--- src/rtl/iter_alu_pkg.sv ---
// Shared definitions for the iterative integer / M-extension ALU.
// Opcodes, FSM encoding and width-derived constants.
package iter_alu_pkg;

  localparam logic [4:0] ALU_ADD    = 5'd0;
  localparam logic [4:0] ALU_SUB    = 5'd1;
  localparam logic [4:0] ALU_AND    = 5'd2;
  localparam logic [4:0] ALU_OR     = 5'd3;
  localparam logic [4:0] ALU_XOR    = 5'd4;
  localparam logic [4:0] ALU_SLT    = 5'd5;
  localparam logic [4:0] ALU_SRL    = 5'd6;
  localparam logic [4:0] ALU_SRA    = 5'd7;
  localparam logic [4:0] ALU_SLL    = 5'd8;
  localparam logic [4:0] ALU_SLTU   = 5'd9;
  localparam logic [4:0] ALU_MUL    = 5'd10;
  localparam logic [4:0] ALU_MULH   = 5'd11;
  localparam logic [4:0] ALU_MULHSU = 5'd12;
  localparam logic [4:0] ALU_MULHU  = 5'd13;
  localparam logic [4:0] ALU_DIV    = 5'd14;
  localparam logic [4:0] ALU_DIVU   = 5'd15;
  localparam logic [4:0] ALU_REM    = 5'd16;
  localparam logic [4:0] ALU_REMU   = 5'd17;

  typedef enum logic [1:0] {
    ST_IDLE,
    ST_MUL,
    ST_DIV,
    ST_DONE
  } state_e;

  localparam int MAX_W = 64;

  // Returned at MAX_W bits; callers truncate to their own WIDTH.
  function automatic logic [MAX_W-1:0] most_neg(input int w);
    return {{(MAX_W-1){1'b0}}, 1'b1} << (w - 1);
  endfunction

  function automatic logic [MAX_W-1:0] all_ones(input int w);
    return {MAX_W{1'b1}} >> (MAX_W - w);
  endfunction

endpackage

--- src/rtl/alu_simple.sv ---
// Combinational evaluator for the single-cycle RV32I/RV64I ALU ops.
// Unlisted opcodes evaluate to zero.
module alu_simple
  import iter_alu_pkg::*;
#(
  parameter int WIDTH   = 32,
  parameter int SHAMT_W = $clog2(WIDTH)
) (
  input  logic [WIDTH-1:0] a_i,
  input  logic [WIDTH-1:0] b_i,
  input  logic [4:0]       ctrl_i,
  output logic [WIDTH-1:0] y_o
);

  logic [SHAMT_W-1:0] shamt;
  logic               slt;
  logic               sltu;

  assign shamt = b_i[SHAMT_W-1:0];
  assign slt   = $signed(a_i) < $signed(b_i);
  assign sltu  = a_i < b_i;

  always_comb begin
    y_o = '0;
    case (ctrl_i)
      ALU_ADD:  y_o = a_i + b_i;
      ALU_SUB:  y_o = a_i - b_i;
      ALU_AND:  y_o = a_i & b_i;
      ALU_OR:   y_o = a_i | b_i;
      ALU_XOR:  y_o = a_i ^ b_i;
      ALU_SLT:  y_o = {{(WIDTH-1){1'b0}}, slt};
      ALU_SRL:  y_o = a_i >> shamt;
      ALU_SRA:  y_o = $signed(a_i) >>> shamt;
      ALU_SLL:  y_o = a_i << shamt;
      ALU_SLTU: y_o = {{(WIDTH-1){1'b0}}, sltu};
      default:  y_o = '0;
    endcase
  end

endmodule

--- src/rtl/iter_alu.sv ---
// Multi-cycle execute-stage ALU: simple ops in one cycle, MUL/DIV
// iterate one bit per cycle over a shared 2*WIDTH shift register.
module iter_alu
  import iter_alu_pkg::*;
#(
  parameter int WIDTH   = 32,
  parameter int SHAMT_W = $clog2(WIDTH)
) (
  input  logic             clk,
  input  logic             reset,
  input  logic             in_valid,
  output logic             in_ready,
  input  logic [WIDTH-1:0] a,
  input  logic [WIDTH-1:0] b,
  input  logic [4:0]       alu_ctrl,
  output logic             out_valid,
  input  logic             out_ready,
  output logic [WIDTH-1:0] alu_out,
  output logic             zero,
  output logic             busy
);

  localparam logic [WIDTH-1:0] MOST_NEG = WIDTH'(most_neg(WIDTH));
  localparam logic [WIDTH-1:0] ALL_ONES = WIDTH'(all_ones(WIDTH));
  localparam logic [SHAMT_W-1:0] LAST = SHAMT_W'(WIDTH - 1);

  state_e               state_q, state_d;
  logic [WIDTH-1:0]     res_q, res_d;
  logic                 zero_q, zero_d;
  logic [4:0]           op_q, op_d;
  logic [2*WIDTH-1:0]   acc_q, acc_d;
  logic [WIDTH-1:0]     opnd_q, opnd_d;
  logic                 neg_q, neg_d;
  logic [SHAMT_W-1:0]   cnt_q, cnt_d;

  logic [WIDTH-1:0] simple_y;

  alu_simple #(
    .WIDTH   (WIDTH),
    .SHAMT_W (SHAMT_W)
  ) u_simple (
    .a_i    (a),
    .b_i    (b),
    .ctrl_i (alu_ctrl),
    .y_o    (simple_y)
  );

  // Request decode, only meaningful on the accept edge.
  logic             is_mul, is_div, is_quot;
  logic             a_sgn, b_sgn, div_ovf;
  logic [WIDTH-1:0] a_mag, b_mag;

  assign is_mul  = alu_ctrl >= ALU_MUL && alu_ctrl <= ALU_MULHU;
  assign is_div  = alu_ctrl >= ALU_DIV && alu_ctrl <= ALU_REMU;
  assign is_quot = alu_ctrl == ALU_DIV || alu_ctrl == ALU_DIVU;
  assign a_sgn   = a[WIDTH-1] &
                   (alu_ctrl == ALU_MULH || alu_ctrl == ALU_MULHSU ||
                    alu_ctrl == ALU_DIV  || alu_ctrl == ALU_REM);
  assign b_sgn   = b[WIDTH-1] &
                   (alu_ctrl == ALU_MULH || alu_ctrl == ALU_DIV ||
                    alu_ctrl == ALU_REM);
  assign a_mag   = a_sgn ? -a : a;
  assign b_mag   = b_sgn ? -b : b;
  assign div_ovf = (alu_ctrl == ALU_DIV || alu_ctrl == ALU_REM) &&
                   a == MOST_NEG && b == ALL_ONES;

  // One shift-add step: acc holds {partial product, remaining multiplier}.
  logic [WIDTH:0]     mul_sum;
  logic [2*WIDTH-1:0] mul_nx, prod;
  logic [WIDTH-1:0]   mul_res;

  assign mul_sum = {1'b0, acc_q[2*WIDTH-1:WIDTH]} +
                   (acc_q[0] ? {1'b0, opnd_q} : '0);
  assign mul_nx  = {mul_sum, acc_q[WIDTH-1:1]};
  assign prod    = neg_q ? -mul_nx : mul_nx;
  assign mul_res = op_q == ALU_MUL ? prod[WIDTH-1:0]
                                   : prod[2*WIDTH-1:WIDTH];

  // One restoring step: acc holds {partial remainder, dividend/quotient}.
  logic [WIDTH:0]     div_try;
  logic [2*WIDTH-1:0] div_nx;
  logic [WIDTH-1:0]   quo, rem, div_res;

  assign div_try = acc_q[2*WIDTH-1:WIDTH-1] - {1'b0, opnd_q};
  assign div_nx  = div_try[WIDTH]
                 ? {acc_q[2*WIDTH-2:0], 1'b0}
                 : {div_try[WIDTH-1:0], acc_q[WIDTH-2:0], 1'b1};
  assign quo     = div_nx[WIDTH-1:0];
  assign rem     = div_nx[2*WIDTH-1:WIDTH];
  assign div_res = (op_q == ALU_DIV || op_q == ALU_DIVU)
                 ? (neg_q ? -quo : quo)
                 : (neg_q ? -rem : rem);

  logic             wr;
  logic [WIDTH-1:0] wr_val;

  always_comb begin
    state_d = state_q;
    op_d    = op_q;
    acc_d   = acc_q;
    opnd_d  = opnd_q;
    neg_d   = neg_q;
    cnt_d   = cnt_q;
    wr      = 1'b0;
    wr_val  = '0;
    unique case (state_q)
      ST_IDLE: begin
        if (in_valid) begin
          op_d  = alu_ctrl;
          cnt_d = '0;
          if (is_mul) begin
            acc_d   = {{WIDTH{1'b0}}, b_mag};
            opnd_d  = a_mag;
            neg_d   = a_sgn ^ b_sgn;
            state_d = ST_MUL;
          end else if (is_div && b == '0) begin
            wr      = 1'b1;
            wr_val  = is_quot ? ALL_ONES : a;
            state_d = ST_DONE;
          end else if (div_ovf) begin
            wr      = 1'b1;
            wr_val  = is_quot ? a : '0;
            state_d = ST_DONE;
          end else if (is_div) begin
            acc_d   = {{WIDTH{1'b0}}, a_mag};
            opnd_d  = b_mag;
            neg_d   = is_quot ? (a_sgn ^ b_sgn) : a_sgn;
            state_d = ST_DIV;
          end else begin
            wr      = 1'b1;
            wr_val  = simple_y;
            state_d = ST_DONE;
          end
        end
      end
      ST_MUL: begin
        acc_d = mul_nx;
        cnt_d = cnt_q + SHAMT_W'(1);
        if (cnt_q == LAST) begin
          wr      = 1'b1;
          wr_val  = mul_res;
          state_d = ST_DONE;
        end
      end
      ST_DIV: begin
        acc_d = div_nx;
        cnt_d = cnt_q + SHAMT_W'(1);
        if (cnt_q == LAST) begin
          wr      = 1'b1;
          wr_val  = div_res;
          state_d = ST_DONE;
        end
      end
      ST_DONE: begin
        if (out_ready) state_d = ST_IDLE;
      end
      default: state_d = ST_IDLE;
    endcase
    res_d  = wr ? wr_val : res_q;
    zero_d = wr ? (wr_val == '0) : zero_q;
  end

  always_ff @(posedge clk or posedge reset) begin
    if (reset) begin
      state_q <= ST_IDLE;
      res_q   <= '0;
      zero_q  <= 1'b1;
      op_q    <= '0;
      acc_q   <= '0;
      opnd_q  <= '0;
      neg_q   <= 1'b0;
      cnt_q   <= '0;
    end else begin
      state_q <= state_d;
      res_q   <= res_d;
      zero_q  <= zero_d;
      op_q    <= op_d;
      acc_q   <= acc_d;
      opnd_q  <= opnd_d;
      neg_q   <= neg_d;
      cnt_q   <= cnt_d;
    end
  end

  assign in_ready  = state_q == ST_IDLE;
  assign out_valid = state_q == ST_DONE;
  assign busy      = state_q == ST_MUL || state_q == ST_DIV;
  assign alu_out   = res_q;
  assign zero      = zero_q;

endmodule
--- config.mk ---
export PLATFORM = sky130hd
export DESIGN_NAME = iter_alu
export DESIGN_NICKNAME = d
export VERILOG_FILES = /design/src/rtl/iter_alu_pkg.sv /design/src/rtl/alu_simple.sv /design/src/rtl/iter_alu.sv
export SDC_FILE = /design/constraint.sdc
export NUM_CORES = 1
export LEC_CHECK = 0
export CORE_MARGIN = 1
export CORE_UTILIZATION = 31
export DETAILED_ROUTE_END_ITERATION = 8
export PLACE_DENSITY = 0.49
export SYNTH_ARGS = -nofsm -noshare
export SYNTH_HDL_FRONTEND = slang
export SYNTH_HIERARCHICAL = 1
export SYNTH_SLANG_ARGS = --single-unit
--- constraint.sdc ---
create_clock -name clk -period 15.5 [get_ports clk]
set_clock_uncertainty 0.15 [all_clocks]
set_input_delay 3.875 -clock clk [delete_from_list [all_inputs] [get_ports clk]]
set_output_delay 3.875 -clock clk [all_outputs]
set_load 0.02 [all_outputs]
Word level (Yosys, flattened, before mapping):

Cells that the tools add are included.

* bits in registers: 142
* bits in latches: 0
* bits in writable memories: 0
* ROM bits: 0
* input bits: 73
* output and inout bits: 36
* logic and storage cells: 143
* memories: 0

* $add $sub $neg: 10
* multipliers: 0
* divide/modulo/power cells: 0
* $lt $le $gt $ge: 6
* eq/ne operators: 31
* shift-type cells: 3
* mux-type cells: 52
* bitwise gates (word level): 6
* reduce and logical (&&, ||, !) cells: 27

Operator list (number)
* $mux 32: 20
* $mux 64: 7
* $pmux 32 s10: 1
* $pmux 64 s3: 1
* $neg 32->32: 4
* $pmux 32 s3: 1
* $eq 32x32->1 const B: 2
* $logic_not 32->1: 2
* $lt 32x32->1: 2
* $neg 64->64: 1
* $eq 5x4->1 const B: 9
* $add 32x32->33: 1
* $sub 33x32->33: 1
* $add 32x32->32: 1
* $and 32x32->32: 1
* $or 32x32->32: 1
* $shl 32x5->32: 1
* $shr 32x5->32: 1
* $sshr 32x5->32: 1
* $sub 32x32->32: 1
* $xor 32x32->32: 1
* $eq 5x3->1 const B: 4
* $mux 1: 14
* $eq 5x2->1 const B: 2
* other kinds (29): 55

Logic depth before layout (Yosys ltp):

* depth after elaboration: 12
* mapped depth: 31
* gate-level depth less buffers: 27

Hierarchy:

The synthesis kept the hierarchy.

By module, submodules not included
* iter_alu: instances 1, cells each 2563, area an instance 18240.0 µm², sequential area each 3554.7 µm²
* alu_simple: instances 1, cells each 1248, area an instance 8406.8 µm², sequential area each 0.0 µm²

Least setup slack after synthesis:

OpenSTA, ideal clock, no wires.

* path type: in2reg
* start point: input port b[2]
* end point: register zero_q, in the netlist zero
* library setup time: 86 ps
* arrival time: 8440 ps
* required time: 15264 ps
* setup slack: 6824 ps
* stages on the path: 24
* buffers on the path: 4
* path through: inv_2 -> buf_1 -> buf_1 -> buf_1 -> ha_1 -> buf_2 -> o21bai_1 -> o211ai_1 -> a31oi_1 -> a31oi_1 -> a21oi_1 -> a21oi_1 -> nor2_1 -> o21bai_1 -> a311o_1 -> a22oi_1 -> nor2_1 -> a21oi_1 -> nand3_1 -> nor4_1 -> nand4_1 -> nor4_2 -> nand4b_1 -> o31ai_2

* cells in the longest elaborated chain, start to end: 9
* elaborated cells between the ends (all ways): 27
* classes of those cells: add/sub: 2; order compare: 2; eq/ne: 1; shift: 3; mux: 12; bitwise: 3; reduce/logical: 4

RTL lines
* from (decl): RTL line iter_alu.sv:14 `input logic [WIDTH-1:0] b,`
* $lt 32x32->1, or another cell as far along: RTL line alu_simple.sv:21 `assign sltu = a_i < b_i;`
* $pmux 32 s10 (*): RTL line alu_simple.sv:25 `case (ctrl_i)`
* named net simple_y[0]: RTL line iter_alu.sv:36 `logic [WIDTH-1:0] simple_y;`
* $mux 32 (*): RTL line iter_alu.sv:124 `end else if (is_div) begin`
* $mux 32 (*): RTL line iter_alu.sv:120 `end else if (div_ovf) begin`
* $mux 32 (*): RTL line iter_alu.sv:116 `end else if (is_div && b == '0) begin`
* $mux 32 (*): RTL line iter_alu.sv:111 `if (is_mul) begin`
* $mux 32 (*): RTL line iter_alu.sv:108 `if (in_valid) begin`
* $pmux 32 s3 (*): RTL line iter_alu.sv:106 `unique case (state_q)`
* $logic_not 32->1 (*): RTL line iter_alu.sv:160 `zero_d = wr ? (wr_val == '0) : zero_q;`
* to (signal assigned): RTL line iter_alu.sv:176 `zero_q <= zero_d;`
* to (decl): RTL line iter_alu.sv:29 `logic zero_q, zero_d;`

The timed path passes the listed nets; every way through them passes the cells marked *.
A chain may end at the register's enable or synchronous reset.

Worst setup path in the final report:

* start point: input port a[19]
* end point: register zero_q, in the netlist zero

* cells in the longest elaborated chain, start to end: 9
* elaborated cells between the ends (all ways): 28
* classes of those cells: add/sub: 2; order compare: 2; eq/ne: 1; shift: 3; mux: 14; bitwise: 3; reduce/logical: 3

RTL lines
* from (decl): RTL line iter_alu.sv:13 `input logic [WIDTH-1:0] a,`
* $sub 32x32->32, or another cell as far along: RTL line alu_simple.sv:27 `ALU_SUB: y_o = a_i - b_i;`
* $pmux 32 s10 / $logic_and 1x1->1 (equally long branches): RTL line alu_simple.sv:25, iter_alu.sv:64
* $mux 32 / $logic_and 1x1->1 (equally long branches): RTL line iter_alu.sv:124, iter_alu.sv:65
* $mux 32: RTL line iter_alu.sv:120
* $mux 32: RTL line iter_alu.sv:116
* $mux 32: RTL line iter_alu.sv:111
* $mux 32: RTL line iter_alu.sv:108
* $pmux 32 s3: RTL line iter_alu.sv:106
* $logic_not 32->1: RTL line iter_alu.sv:160

Parallel ways exist; a longest one is shown, timed or not.

==> run metrics <==
sequential share of power=16.6%; P_int=1900 uW; RSZ-0062 raised after global routing=false; DRT Pass-1 Iters=6; max incr delay on CP=1.00 ns; syn_area_per_cell=6.99 um^2; core area=85100 um^2; Worst Tran Pin Value=1.27 ns; pre-CTS WS=5.74 ns; Slew Limit Fails=0; Worst EP required=15.75 ns; Ys Warns=6; clock-pin transition on the worst setup and hold timing paths=0.06 ns; syn nets=4066; DRT iter0 DRCs=3830; CTS tree=built; CP Launch Type=primary input; Rows=107; buffers plus inverters on the worst setup path=2; Met3 Routed Length=11200 um; first-pass GRT wire length=203000 um; Seq/Total Area, Yosys=13.3%; status=complete, no violations; most common cell after layout, fill and taps aside=nand2_1; Post-CTS Setup Repair Bufs=0; TritonCTS Sinks=142; footprint of the multi-input gates=21400 um^2; Logic pwr share=73.6%; Metal-1 WL=60700 um; routed wl met2=60400 um; cts hold-fix bufs=0; Num CTS Buffers=17; Slowest-stage cell, CP=nor4_1; area delta synth->final=9.88%; most frequent cells in the layout=414 x nand2_1, 400 x o21ai_0, 385 x nor2_1; H-tree Lvls=4; initial antenna violation count=7; fmax=106 MHz; Reg area=3560 um^2; Wirelength per Cell=28.7 um; Top Ports=109; worst setup path class=primary input to register; total global routing overflow=0; Final Cycle Share=60.8%; final count of hold timing violations=0; Final setup violation count=0; Net Sw Frac=58.8%; clock insertion delay at the later pin of the skew report=0.49 ns; Synth Instances=3811; CP Cell Sequence=clkdlybuf4s50_1 -> or4_1 -> nor4_1 -> nand4_1 -> o21ai_0 -> a22oi_1 -> nor2_4 -> buf_4 -> nand3_1 -> nor4_1 -> nand4_1 -> nor4_2 -> nand4b_1 -> o31ai_2; routed vias=30600; peak supply drop=112 uV; post-cts sizing count=0; LEAKAGE=0.0117 uW; gr usage total=31.6%; Cell Area, Synth=26600 um^2; Placed Area=28700 um^2; Top delay family on crit path=simple AND/OR/NAND/NOR gates; layout cells sized above 1=7.63%; fin area=29300 um^2; Vias/cell=6.25; FF+latch count, synth=142; highest routed layer=met5; Clk pwr share=9.8%; vias in the first global route=28400; Worst setup EP type=register; Cell variety after synth=111; final worst slack=6.07 ns; Max-Cap Viols=0; Starting Density=31.3%; number of fill cells=9419; HPWL Detailed=109000 um; Port Buffers=108; TNS Setup=0 ns; min-delay worst type=register to register; GP Congestion=1.03; drc violations=0; Longest Clk Path Bufs=2; pwr/cell area=158 nW/um^2; CP Max Fanout=48; Net Switching=2720 uW; largest net degree at the start of global routing=87; root buffer cell=clkbuf_16; Die W=295 um; min Tclk post-route=9.43 ns; final wirelength=140000 um; DIE AREA=87100 um^2; nets=3988; FFs w/ async S/R, synth=100%; CP arrival=9.67 ns; Primary FF master, synth=dfrtp_1; antenna viol nets, final=0; Post-synth EDFFs=0; Die Span Y=295 um; Slew HR=14.6%
[power by group through the flow]
stage	sequential [uW]	clock (uW)	combinational, uW
global route	780	471	3660
floorplan	630	0	2300
CTS	757	457	3300
global placement	764	0	3290
finish	766	452	3400
detailed placement	763	0	3280
[per-layer routing]
| layer | GRT usage [%] | vias up |
|---|---|---|
| met2 | 48.2 | 1651 |
| li1 | - | 13900 |
| met1 | 42.6 | 14700 |
| met4 | 16.1 | 6 |
| met3 | 5.47 | 287 |
| met5 | 0 | - |
[synthesized netlist by cell type, types with 43 or more instances]
| cell | n | area [um^2] |
|---|---|---|
| nor3_1 | 72 | 360 |
| o21ai_0 | 400 | 2000 |
| mux2_2 | 48 | 541 |
| xnor2_1 | 123 | 1080 |
| o31ai_1 | 56 | 420 |
| ha_1 | 178 | 2230 |
| a22oi_1 | 56 | 420 |
| xor2_1 | 100 | 876 |
| clkbuf_1 | 208 | 781 |
| nand4_1 | 48 | 300 |
| a211oi_1 | 58 | 435 |
| inv_1 | 160 | 601 |
| nor4_1 | 43 | 269 |
| o211ai_1 | 50 | 375 |
| a21oi_1 | 346 | 1730 |
| nand2_1 | 414 | 1550 |
| mux2i_1 | 77 | 771 |
| nor2_1 | 387 | 1450 |
| a21o_1 | 49 | 368 |
| dfrtp_1 | 141 | 3530 |
| nand3_1 | 70 | 350 |
[logic make-up (layout without fill, tap and decap cells)]
logic type	count (synthesis)	count (layout)	share of synthesized area, %
and+or+nand+nor	1264	1264	22.2
DFF	142	142	13.3
AOI/OAI and AO/OA	1379	1379	32.9
buffers and inverters	448	383	6.59
adders and majority gates	182	182	8.66
other	0	2	0
xor gates and xnor gates	224	224	7.43
muxes	172	172	8.82
[flip-flops by register name, indices dropped and copies added (netlist names)]
| register | cells |
|---|---|
| alu_out | 32 |
| neg_q | 1 |
| op_q | 5 |
| zero | 1 |
| state_q | 2 |
| opnd_q | 32 |
| cnt_q | 5 |
| acc_q | 64 |
[stage by stage]
stage | hold slack (ns) | cells | total power [uW] | util [%]
after floorplan | 0.295 | 3811 | 2930 | -
after global placement | 0.312 | 4858 | 4060 | 33.7
after detailed placement | 0.319 | 4858 | 4040 | 33.7
after CTS | 0.331 | 4890 | 4520 | 34.4
after global routing | 0.348 | 4892 | 4910 | 34.4
final | 0.326 | 4892 | 4620 | 34.4
[area by class of cell]
class | count | area share [%]
inverter | 167 | 2.16
tap | 1144 | 4.89
multi-input combinational | 3221 | 73.2
clock inverter | 15 | 0.603
antenna | 2 | 0.0171
clock buffer | 17 | 1.45
sequential | 142 | 12.2
timing repair buffer | 184 | 5.56
[path summary, 6_finish.rpt]
kind / cells after the start / to / slack, ns / start
setup / recovery: 14 / zero$_DFFE_PP1P_ / 6.07 / a[19]
hold / removal: 2 / cnt_q[4]$_DFFE_PP0P_ / 0.33 / cnt_q[4]$_DFFE_PP0P_
setup reg to reg: 26 / zero$_DFFE_PP1P_ / 6.90 / acc_q[31]$_DFFE_PP0P_
hold reg to reg: 2 / cnt_q[4]$_DFFE_PP0P_ / 0.33 / cnt_q[4]$_DFFE_PP0P_
max in group asynchronous: 3 / neg_q$_DFFE_PP0P_ / 10.31 / reset
min in group asynchronous: 2 / opnd_q[11]$_DFFE_PP0P_ / 3.65 / reset
[worst register-to-register path, cell delays in order (launching register included)]
cell and delay [ns]:
dfrtp_1 0.60, inv_1 0.30, ha_1 0.22, fa_1 0.23
nor2b_1 0.11, o31ai_1 0.62, a21oi_1 0.27, o211ai_1 0.66
a21oi_1 0.35, nor3_2 0.18, buf_4 0.28, nor2_4 0.06
inv_2 0.27, nor2_1 0.09, a21oi_1 0.34, ha_1 0.34
nand2_1 0.15, or2_2 0.37, or3_1 0.41, a2111oi_0 0.41
a41oi_1 0.18, or4_1 0.71, nand3_1 0.13, o311ai_1 0.13
a211oi_1 0.57, nand2_1 0.13, o31ai_2 0.26
No activity file was read; power rests on OpenSTA's default activity.
